--- src/rtl/reg_file_debug_port.sv ---
// reg_file_debug_port
// Debug initiator for the 2R1W register file. A command either dumps a
// contiguous register range onto the byte output stream (DUMP) or loads a
// range from the byte input stream (LOAD). busy asks the core to stall and
// release the register file ports while a command is running.
//
// state     | meaning
// ----------+-----------------------------------------------------------
// IDLE      | waiting for a command, cmd_ready high
// DUMP_RD   | read register at addr, capture it into out_data
// DUMP_HOLD | present out_data until the consumer takes it
// LOAD      | write each accepted input byte to register at addr
module reg_file_debug_port #(
    parameter int DATA_W = 8,
    parameter int ADDR_W = 4
) (
    input  logic              clk,
    input  logic              rst_n,
    input  logic              cmd_valid,
    output logic              cmd_ready,
    input  logic              cmd_op,
    input  logic [ADDR_W-1:0] cmd_addr,
    input  logic [ADDR_W-1:0] cmd_cnt,
    input  logic              in_valid,
    output logic              in_ready,
    input  logic [DATA_W-1:0] in_data,
    output logic              out_valid,
    input  logic              out_ready,
    output logic [DATA_W-1:0] out_data,
    output logic [ADDR_W-1:0] rf_ra,
    input  logic [DATA_W-1:0] rf_rd,
    output logic [ADDR_W-1:0] rf_wa,
    output logic [DATA_W-1:0] rf_wd,
    output logic              rf_we,
    output logic              busy,
    output logic              done
);

    typedef enum logic [1:0] {
        IDLE      = 2'd0,
        DUMP_RD   = 2'd1,
        DUMP_HOLD = 2'd2,
        LOAD      = 2'd3
    } state_t;

    state_t            state;
    logic [ADDR_W-1:0] addr;
    logic [ADDR_W-1:0] rem;   // registers still to move after the current one
    logic              last;

    assign last = (rem == '0);

    // Command sequencer: walks addr upward (wrapping) while rem counts down.
    always_ff @(posedge clk or negedge rst_n) begin
        if (!rst_n) begin
            state     <= IDLE;
            addr      <= '0;
            rem       <= '0;
            out_valid <= 1'b0;
            out_data  <= '0;
            done      <= 1'b0;
        end else begin
            done <= 1'b0;
            case (state)
                IDLE: begin
                    if (cmd_valid) begin
                        addr  <= cmd_addr;
                        rem   <= cmd_cnt;
                        state <= cmd_op ? LOAD : DUMP_RD;
                    end
                end
                DUMP_RD: begin
                    out_data  <= rf_rd;
                    out_valid <= 1'b1;
                    state     <= DUMP_HOLD;
                end
                DUMP_HOLD: begin
                    if (out_ready) begin
                        out_valid <= 1'b0;
                        if (last) begin
                            done  <= 1'b1;
                            state <= IDLE;
                        end else begin
                            addr  <= addr + 1'b1;
                            rem   <= rem - 1'b1;
                            state <= DUMP_RD;
                        end
                    end
                end
                LOAD: begin
                    if (in_valid) begin
                        if (last) begin
                            done  <= 1'b1;
                            state <= IDLE;
                        end else begin
                            addr <= addr + 1'b1;
                            rem  <= rem - 1'b1;
                        end
                    end
                end
                default: state <= IDLE;
            endcase
        end
    end

    // Port-facing strobes are decoded from state so the core sees zeros
    // on the register file ports whenever this block is not using them.
    always_comb begin
        cmd_ready = (state == IDLE);
        busy      = (state != IDLE);
        in_ready  = (state == LOAD);
        rf_we     = 1'b0;
        rf_wa     = '0;
        rf_wd     = '0;
        rf_ra     = '0;
        if (state == LOAD) begin
            rf_we = in_valid;
            rf_wa = addr;
            rf_wd = in_data;
        end
        if (state == DUMP_RD) begin
            rf_ra = addr;
        end
    end

endmodule

--- config.mk ---
export PLATFORM = sky130hd
export DESIGN_NAME = reg_file_debug_port
export DESIGN_NICKNAME = d
export VERILOG_FILES = /design/src/rtl/reg_file_debug_port.sv
export SDC_FILE = /design/constraint.sdc
export NUM_CORES = 1
export LEC_CHECK = 0
export CAP_MARGIN = 30
export CORE_MARGIN = 1.5
export CORE_UTILIZATION = 42
export DETAILED_ROUTE_END_ITERATION = 10
export PLACE_DENSITY = 0.82
export REMOVE_ABC_BUFFERS = 1
export SYNTH_ARGS = -nofsm -noshare
export SYNTH_HDL_FRONTEND = slang
export SYNTH_SLANG_ARGS = --single-unit
--- constraint.sdc ---
create_clock -name clk -period 2.1 [get_ports clk]
set_input_delay 0.21 -clock clk [delete_from_list [all_inputs] [get_ports clk]]
set_output_delay 0.21 -clock clk [all_outputs]
set_load 0.1 [all_outputs]
==> impl_metrics.env <==
export IMPL_layout_common_cells="clkdlybuf4s50_1, dfrtp_1, buf_12"
export IMPL_synth_compound_area_share_pct=13.04
export IMPL_rsz0062_at_grt="no"
export IMPL_cts_buffer_depth=2
export IMPL_numCtsBuffers=3
export IMPL_tightestPinTransition_ns=0.3416
export IMPL_synth_edf_count=0
export IMPL_run_status="complete, no violations"
export IMPL_finalMaxSlewViolations=0
export IMPL_wl_per_cell_um=16.18
export IMPL_synthMuxAreaShare_pct=11.74
export IMPL_ys_top_cells_by_area="dfrtp_1, mux2_2, and3_1"
export IMPL_antenna_left=0
export IMPL_critical_path_reg2reg_endpoint="rem[3]$_DFFE_PN0P_"
export IMPL_critical_path_class="register to output port"
export IMPL_grt_pass1_wl_mm=5.554
export IMPL_yosys_warnings=0
export IMPL_timing_critical_path_to="rf_ra[1]"
export IMPL_worstPathRequired_ns=1.89
export IMPL_maxSlewHeadroom_pct=76.91
export IMPL_initial_core_util_pct=45.23
export IMPL_min_path_type="input pin to async pin"
export IMPL_clk_pin_slew_ns=0.12
export IMPL_synthAdderAreaFrac_pct=2.174
export IMPL_synthCells=118
export IMPL_rows=18
export IMPL_synth_top_area_share_pct=43.48
export IMPL_synthSimpleGateAreaFrac_pct=22.39
export IMPL_grt_use_total_pct=23.03
export IMPL_cap_violations=0
export IMPL_fin_util_pct=78.86
export IMPL_clk_latency_ns=0.31
export IMPL_period_needed_ns=1.977
export IMPL_fillers=161
export IMPL_start_kind="register"
export IMPL_ctsHoldBuffers=0
export IMPL_grt_pass1_vias=1160
export IMPL_fin_crit_sh_pct=94.12
export IMPL_end_kind="output port"
export IMPL_core_mm2=0.002545
export IMPL_cp_arrival_ns=1.77
export IMPL_detailed_place_hpwl_mm=2.441
export IMPL_die_y_um=55.35
export IMPL_root_buffer="clkbuf_4"
export IMPL_hold_viol=0
export IMPL_synth_xor_xnor_area_share_pct=0
export IMPL_ys_ff_latch=20
export IMPL_r2r_start="state[1]$_DFFE_PN0P_"
export IMPL_crit_start="state[1]$_DFFE_PN0P_"
export IMPL_fin_nets=212
export IMPL_first_pass_iters=4
export IMPL_ys_types=33
export IMPL_postCtsResizedCells=0
export IMPL_drt_first_iter_violations=29
export IMPL_post_cts_setup_buffers=0
export IMPL_yosysSeqAreaShare_pct=43.48
export IMPL_final_common_cell="clkdlybuf4s50_1"
export IMPL_antenna_found_initial=0
export IMPL_port_buffers=59
export IMPL_antenna_cells=0
export IMPL_layout_drive_gt1_share_pct=29.61
export IMPL_grt_max_degree=29
export IMPL_synthArstFlopShare_pct=100.0
export IMPL_r2r_cells=6
export IMPL_wl_mm=3.381
export IMPL_viasPerCell=5.493
export IMPL_cts_tree="yes"
export IMPL_die_area_mm2=0.003064
export IMPL_synth_top_family_by_area="simple AND/OR/NAND/NOR gates"
export IMPL_syn_to_final_growth_pct=74.35
export IMPL_synthesis_area_mm2=0.001151
export IMPL_die_width_um=55.35
export IMPL_h_tree_depth=1
export IMPL_overflow=0
export IMPL_max_freq_mhz=505.9
export IMPL_cts_sink_count=20
export IMPL_gp_congestion=0.7607
export IMPL_synth_top_area_cell="dfrtp_1"
export IMPL_setup_viol=0
export IMPL_path_max_fanout=28
export IMPL_avgSynthCellArea_um2=9.755
export IMPL_num_io_pins=60
export IMPL_vias=1148
export IMPL_route_detailed_drc=0
export IMPL_r2r_slack_ns=0.34
export IMPL_ys_flop_type="dfrtp_1"
export IMPL_fin_skew_ns=0.002831
-- Yosys cell counts (2+ instances only) --
library cell  number
dfrtp_1           20
and3_1            12
nand2_1            9
inv_1              8
o21ai_0            8
mux2_2             7
a21oi_1            6
and2_1             4
clkbuf_1           4
nor2_1             4
a211o_1            3
buf_2              3
mux2i_1            3
nand2b_1           3
nand3_1            3
buf_6              2
ha_1               2
nor2b_1            2
-- layer usage --
layer  track usage, %  wire length, µm  share of wire, %
met3            3.981              157               4.6
met4            7.666               67               2.0
met2            44.90             1948                58
met5                0                0                 0
met1            24.48             1208                36
-- stage by stage --
| step | hold slack (ns) | TNS (ns) | cell area [µm²] | worst slack [ns] | cells |
|---|---|---|---|---|---|
| after detailed placement | 0.4973 | 0 | 1954 | 0.2609 | 205 |
| final | 0.2168 | 0 | 2007 | 0.1234 | 209 |
| after global routing | 0.2285 | 0 | 2007 | 0.04222 | 209 |
| after CTS | 0.2267 | 0 | 2007 | 0.1178 | 209 |
| after floorplan | -0.08559 | -1.694 | 1099 | -0.4047 | 109 |
| after global placement | 0.4757 | 0 | 1954 | 0.3436 | 205 |
-- sequential cells by signal (all words and copies together), names as in the netlist --
signal     flops
out_valid      1
out_data       8
done           1
state          2
addr           4
rem            4
-- worst min path at each step --
stage	end	depth (start not counted)	slack, ns	startpoint
6_report	addr[3]$_DFFE_PN0P_	2	0.22	rst_n
5_1_grt	addr[3]$_DFFE_PN0P_	2	0.23	rst_n
4_1_cts	addr[3]$_DFFE_PN0P_	2	0.23	rst_n
3_5_place_dp	out_data[6]$_DFFE_PN0P_	1	0.50	out_data[6]$_DFFE_PN0P_
3_3_place_gp	out_data[4]$_DFFE_PN0P_	1	0.48	out_data[4]$_DFFE_PN0P_
2_1_floorplan	addr[0]$_DFFE_PN0P_	0	-0.09	rst_n
-- cell type report --
class / instances / area [µm²] / area share [%]
Timing Repair Buffer: 66 / 818.3 / 40.77
Multi-Input combinational cell: 81 / 568.0 / 28.30
Sequential cell: 20 / 500.5 / 24.94
Tap cell: 30 / 37.54 / 1.870
Clock inverter: 1 / 30.03 / 1.496
Inverter: 8 / 30.03 / 1.496
Clock buffer: 3 / 22.52 / 1.122
-- critical path, stage by stage (launching register included) --
cell	delay, ns
dfrtp_1	0.43
buf_4	0.23
nor2b_1	0.24
buf_4	0.19
and2_1	0.18
buf_12	0.18
-- cell families after synthesis --
logic type | after synthesis
buffers and inverters | 17
adder cells (fa/ha/maj) | 2
multiplexers | 12
flip-flops | 20
AND/OR/NAND/NOR | 44
AO/OA/AOI/OAI | 23
Power is not shown: default switching activity piles up to over one toggle a cycle in this logic, so the estimate is an artifact.
